**src/rtl/match_list_reader_pkg.sv**
```systemverilog
// Shared sizes and FSM encoding for the match-list read-out path.
package match_list_reader_pkg;

  localparam int unsigned NUM_SLOTS = 10;
  localparam int unsigned POS_N     = 8;
  localparam int unsigned IDX_W     = 3;
  localparam int unsigned COST_W    = 10;
  localparam int unsigned LIST_W    = 24;
  localparam int unsigned STORE_W   = NUM_SLOTS * LIST_W;

  typedef enum logic [1:0] {
    S_IDLE = 2'd0,
    S_EMIT = 2'd1,
    S_DONE = 2'd2
  } state_t;

endpackage

```
**src/rtl/match_list_reader_slicer.sv**
```systemverilog
// Combinational (slot, position) -> job lookup into the packed list store.
module match_entry_slicer
  import match_list_reader_pkg::*;
(
  input  logic [STORE_W-1:0] list,
  input  logic [3:0]         slot,
  input  logic [2:0]         pos,
  output logic [IDX_W-1:0]   job
);

  logic [LIST_W-1:0] word;

  // Position 0 sits in the top bits of each slot word, position 7 in the bottom.
  always_comb begin
    word = '0;
    for (int unsigned i = 0; i < NUM_SLOTS; i++) begin
      if (slot == 4'(i)) word = list[i*LIST_W +: LIST_W];
    end
    job = '0;
    for (int unsigned p = 0; p < POS_N; p++) begin
      if (pos == 3'(p)) job = word[LIST_W - IDX_W - p*IDX_W +: IDX_W];
    end
  end

endmodule

```
**src/rtl/match_list_reader.sv**
```systemverilog
// Snapshots the match-list store and streams each (list, position, job) element with valid/ready.
module match_list_reader
  import match_list_reader_pkg::*;
(
  input  logic               CLK,
  input  logic               RST,
  input  logic               start,
  input  logic [STORE_W-1:0] Match_list,
  input  logic [3:0]         list_count,
  input  logic [COST_W-1:0]  MinCost,
  output logic               busy,
  output logic               out_valid,
  input  logic               out_ready,
  output logic [3:0]         out_list_idx,
  output logic [2:0]         out_pos,
  output logic [IDX_W-1:0]   out_job,
  output logic               out_last_pos,
  output logic               out_last_list,
  output logic [COST_W-1:0]  out_cost,
  output logic               done
);

  state_t             state, state_nx;
  logic [STORE_W-1:0] list_r;
  logic [3:0]         cnt_r;
  logic [3:0]         slot_r;
  logic [2:0]         pos_r;
  logic [COST_W-1:0]  cost_r;
  logic [3:0]         cnt_clamp;
  logic               hs;
  logic               pos_end;
  logic               slot_end;
  logic [IDX_W-1:0]   job;

  assign cnt_clamp = (list_count > 4'(NUM_SLOTS)) ? 4'(NUM_SLOTS) : list_count;
  assign pos_end   = (pos_r == 3'(POS_N - 1));
  assign slot_end  = (slot_r == cnt_r - 4'd1);

  always_ff @(posedge CLK) begin
    if (RST) state <= S_IDLE;
    else     state <= state_nx;
  end

  always_comb begin
    state_nx  = state;
    busy      = 1'b0;
    out_valid = 1'b0;
    done      = 1'b0;
    hs        = 1'b0;
    unique case (state)
      S_IDLE: if (start) state_nx = (cnt_clamp == 4'd0) ? S_DONE : S_EMIT;
      S_EMIT: begin
        busy      = 1'b1;
        out_valid = 1'b1;
        hs        = out_ready;
        if (hs && pos_end && slot_end) state_nx = S_DONE;
      end
      S_DONE: begin
        busy     = 1'b1;
        done     = 1'b1;
        state_nx = S_IDLE;
      end
      default: state_nx = S_IDLE;
    endcase
  end

  always_ff @(posedge CLK) begin
    if (RST) begin
      list_r <= '0;
      cnt_r  <= '0;
      cost_r <= '0;
      slot_r <= '0;
      pos_r  <= '0;
    end else if (state == S_IDLE && start) begin
      list_r <= Match_list;
      cnt_r  <= cnt_clamp;
      cost_r <= MinCost;
      slot_r <= '0;
      pos_r  <= '0;
    end else if (hs) begin
      if (pos_end) begin
        pos_r  <= '0;
        slot_r <= slot_r + 4'd1;
      end else begin
        pos_r <= pos_r + 3'd1;
      end
    end
  end

  match_entry_slicer u_slicer (
    .list (list_r),
    .slot (slot_r),
    .pos  (pos_r),
    .job  (job)
  );

  // Element fields are forced to zero outside EMIT so idle/reset outputs read all-zero.
  assign out_list_idx  = out_valid ? slot_r : '0;
  assign out_pos       = out_valid ? pos_r  : '0;
  assign out_job       = out_valid ? job    : '0;
  assign out_last_pos  = out_valid && pos_end;
  assign out_last_list = out_valid && slot_end;
  assign out_cost      = busy ? cost_r : '0;

endmodule

```
**config.mk**
```make
export PLATFORM = sky130hd
export DESIGN_NAME = match_list_reader
export DESIGN_NICKNAME = d
export VERILOG_FILES = /design/src/rtl/match_list_reader_pkg.sv /design/src/rtl/match_list_reader_slicer.sv /design/src/rtl/match_list_reader.sv
export SDC_FILE = /design/constraint.sdc
export NUM_CORES = 1
export LEC_CHECK = 0
export ABC_AREA = 1
export BUFFER_PORTS_ARGS = -buffer_cell sky130_fd_sc_hd__buf_4
export CORE_MARGIN = 3
export CORE_UTILIZATION = 28
export CTS_BUF_LIST = sky130_fd_sc_hd__clkbuf_16
export CTS_CLUSTER_DIAMETER = 100
export DETAILED_ROUTE_END_ITERATION = 8
export REMOVE_ABC_BUFFERS = 1
export SLEW_MARGIN = 10
export SYNTH_ARGS = -nofsm -noshare
export SYNTH_HDL_FRONTEND = slang
export SYNTH_SLANG_ARGS = --single-unit
```
**constraint.sdc**
```tcl
create_clock -name CLK -period 3.27 [get_ports CLK]
set_clock_uncertainty 0.05 [all_clocks]
set_input_delay 0.1635 -clock CLK [delete_from_list [all_inputs] [get_ports CLK]]
set_output_delay 0.1635 -clock CLK [all_outputs]
set_load 0.02 [all_outputs]
```
==> flow_summary.toml <==
[detailed_routing]
final_antenna_net_count = 0
wl_per_cell_microns = 17.0
via_per_inst = 4.70
drcViolationCount = 0
via_count = 13600
wirelength_microns = 49200
drt_pass1_iterations = 6
drt-initial-drc-count = 1092

[placement]
placed_cell_area_sq_um = 14900
dp_cells = 2555
port_buffers = 282
gp_congestion = 0.825
dp_hpwl_microns = 31200
dp_slack_ns = 0.180

[power_and_ir_drop]
power.leakage_nw = 8.42
p_comb_frac = 0.207
vdd_drop_max_mv = 0.363
power.density_nw_per_um2 = 480
pwr-share-clk = 0.387
p_int_mw = 6.57
seqPwrFrac = 0.406
power.switching_mw = 2.67
power_mw = 9.25
sw_frac_of_total = 0.289

[sta]
fmax_ghz = 0.301
maxSlewViolCount = 0
finalSetupViolCount = 2
fin_crit_sh = 1.02
finalHoldViolations = 0
worst_slack_ns = -0.0533
fin_crit_ns = 3.32
relSlewSlack = 0.520
tightestPinTransition_ns = 0.720
rsz0062_at_grt = "true"
finalSetupTns_ns = -0.0635
hold_slack_ns = 0.0450

[logic_synthesis]
avgSynthCellArea_sq_um = 6.92
synth_top_cell_by_area = "dfxtp_1"
netlist_instances = 1778
synth_top_area_frac = 0.428
yosysSeqAreaShare = 0.428
synth_top_cells_by_area = "dfxtp_1, o21ai_0, a21oi_1"
syn-cell-area_sq_um = 12300
synth_cell_type_count = 34
ys_ff_latch = 263
yosys_warnings = 0

[cells_and_area]
syn_to_final_growth_pct = 56.6
mostFrequentLayoutCell = "o21ai_0"
layout_common_cells = "o21ai_0, buf_4, dlygate4sd3_1"
utilization = 0.445
instances_no_fill = 2903
drive_gt1_frac = 0.199
nets = 2565
design_area_sq_um = 19300

[grt]
grt_use_total = 0.202
antenna_found_initial = 1
grt_pass1_wl_microns = 74700
grt.overflow.total = 0
grt_max_degree = 175
grt_pass1_vias = 13600

[critical_path]
worst_setup_path_end_kind = "output pin"
r2r_cells = 8
worstSetupPathType = "flop to output pin"
startpoint_type = "flop"
timing.rr.start = "state[0]$_SDFFE_PP0P_"
critPathMaxFanout = 6
crit_arrival_ns = 3.11
r2r_end = "cnt_r[0]$_SDFFE_PP0P_"
required_ns = 3.06
reg2reg_slack_ns = 0.52

[die]
fp-row-count = 76
die_h_microns = 216
dieArea_sq_um = 46500
die_x_microns = 216
start_util = 0.284
core_sq_um = 43300
num_io_pins = 283

[hold_path]
min_to = "list_r[239]$_SDFFE_PP0P_"
hold_path.class = "input port to flop"
hold-path-cell-count = 3
hp-start = "start"

[clock_network]
cts.path.max_buffers = 3
cts-root-buf = "clkbuf_16"
cts.sinks = 263
cts.htree.levels = 1
cts_tree = "yes"
clock_latency_ns = 0.56
path_clk_slew_ns = 0.06
numCtsBuffers = 31

[job]
drv_cap = 0

[outcome]
outcome = "finished, violations left"
failed_checks = "setup timing"
## state kept, by name (all words and copies together), names as in the netlist
register	flops
slot_r	4
state	2
list_r	240
cost_r	10
cnt_r	4
pos_r	3
## power by group through the flow
stage	Sequential, mW	Combinational (mW)	Clock [mW]
after floorplan	3.79	1.00	0
after global placement	3.81	1.59	0
after detailed placement	3.82	1.61	0
after CTS	3.75	1.89	3.67
after global routing	3.79	2.15	3.81
final	3.76	1.92	3.58
## critical path, stage by stage (launching register included)
cell and delay, ns:
dfxtp_4 0.36, inv_4 0.08, ha_4 0.15, inv_4 0.04
nor2_4 0.12, buf_12 0.13, buf_12 0.13, buf_16 0.13
nand3_2 0.05, o211ai_1 0.08, nand3_1 0.11, nand2_2 0.09
nand2_2 0.05, nand2_2 0.07, nand2_2 0.05, nand2_2 0.08
nand2_2 0.05, nand2_1 0.05, nand2_1 0.05, nand2_1 0.05
nand2_1 0.06, nand2_1 0.07, nand2_1 0.06, nand2_1 0.06
nand2_1 0.05, a21oi_1 0.12, buf_4 0.17
## cell type report
class                      instances  area, sq um
antenna                            1         2.50
clock buffer                      31          776
clock inverter                    26          274
fill                            4250        24000
inverter                         272         1060
multi-input combinational       1122         5700
sequential                       263         5280
tap                              585          732
timing repair buffer             603         5450
## repair_timing
action,CTS,global route
hold endpoints to repair,260,0
setup endpoints to repair,3,3
setup buffers,17,6
hold buffers,262,0
pin swaps,18,27
gates resized for setup,53,40
cloned,4,2
## metal layers
metal | global-route usage | share of wire | vias up
met5 | 0 | 0 | -
met4 | 0.0560 | 0.028 | 0
met3 | 0.0436 | 0.075 | 81
met2 | 0.341 | 0.46 | 430
met1 | 0.260 | 0.43 | 6325
li1 | - | - | 6802
## kinds of logic after synthesis
kind of cell             Yosys count  share of synthesized area
flip-flops                       263                      0.428
AO/OA/AOI/OAI                    636                      0.272
XOR/XNOR                           4                    0.00285
adder cells (fa/ha/maj)           14                     0.0142
AND/OR/NAND/NOR                  466                      0.154
buffers and inverters            395                      0.129
## worst max path at each step
| stage | slack [ns] | depth (start not counted) | startpoint | endpoint |
|---|---|---|---|---|
| floorplan | -7.64 | 7 | state[0]$_SDFFE_PP0P_ | slot_r[1]$_SDFFE_PP0P_ |
| global placement | 0.15 | 18 | slot_r[0]$_SDFFE_PP0P_ | out_job[1] |
| detailed placement | 0.18 | 18 | slot_r[0]$_SDFFE_PP0P_ | out_job[1] |
| CTS | -0.07 | 18 | slot_r[3]$_SDFFE_PP0P_ | out_job[1] |
| global route | -0.25 | 26 | slot_r[0]$_SDFFE_PP0P_ | out_job[2] |
| finish | -0.05 | 26 | slot_r[1]$_SDFFE_PP0P_ | out_job[2] |
## cells in the mapped netlist
cell type,number
dfxtp_1,263
o211ai_2,2
nor3_1,3
inv_1,264
xnor2_1,3
nor2_2,2
buf_1,5
o211ai_1,35
nand3_1,56
nor4_1,2
xor2_1,1
nand2_1,199
a211oi_1,3
inv_2,7
nor2_4,2
clkbuf_1,90
nor2_1,195
nand2_2,3
nor3_4,2
o32ai_1,1
ha_1,14
o21bai_1,6
o22ai_1,1
inv_4,1
o21ai_0,335
o221ai_1,7
buf_4,5
nand2_4,2
buf_2,15
a31oi_1,5
a21oi_2,1
a21oi_1,231
o21ai_1,9
buf_6,8
(Power assumes the default switching activity.)
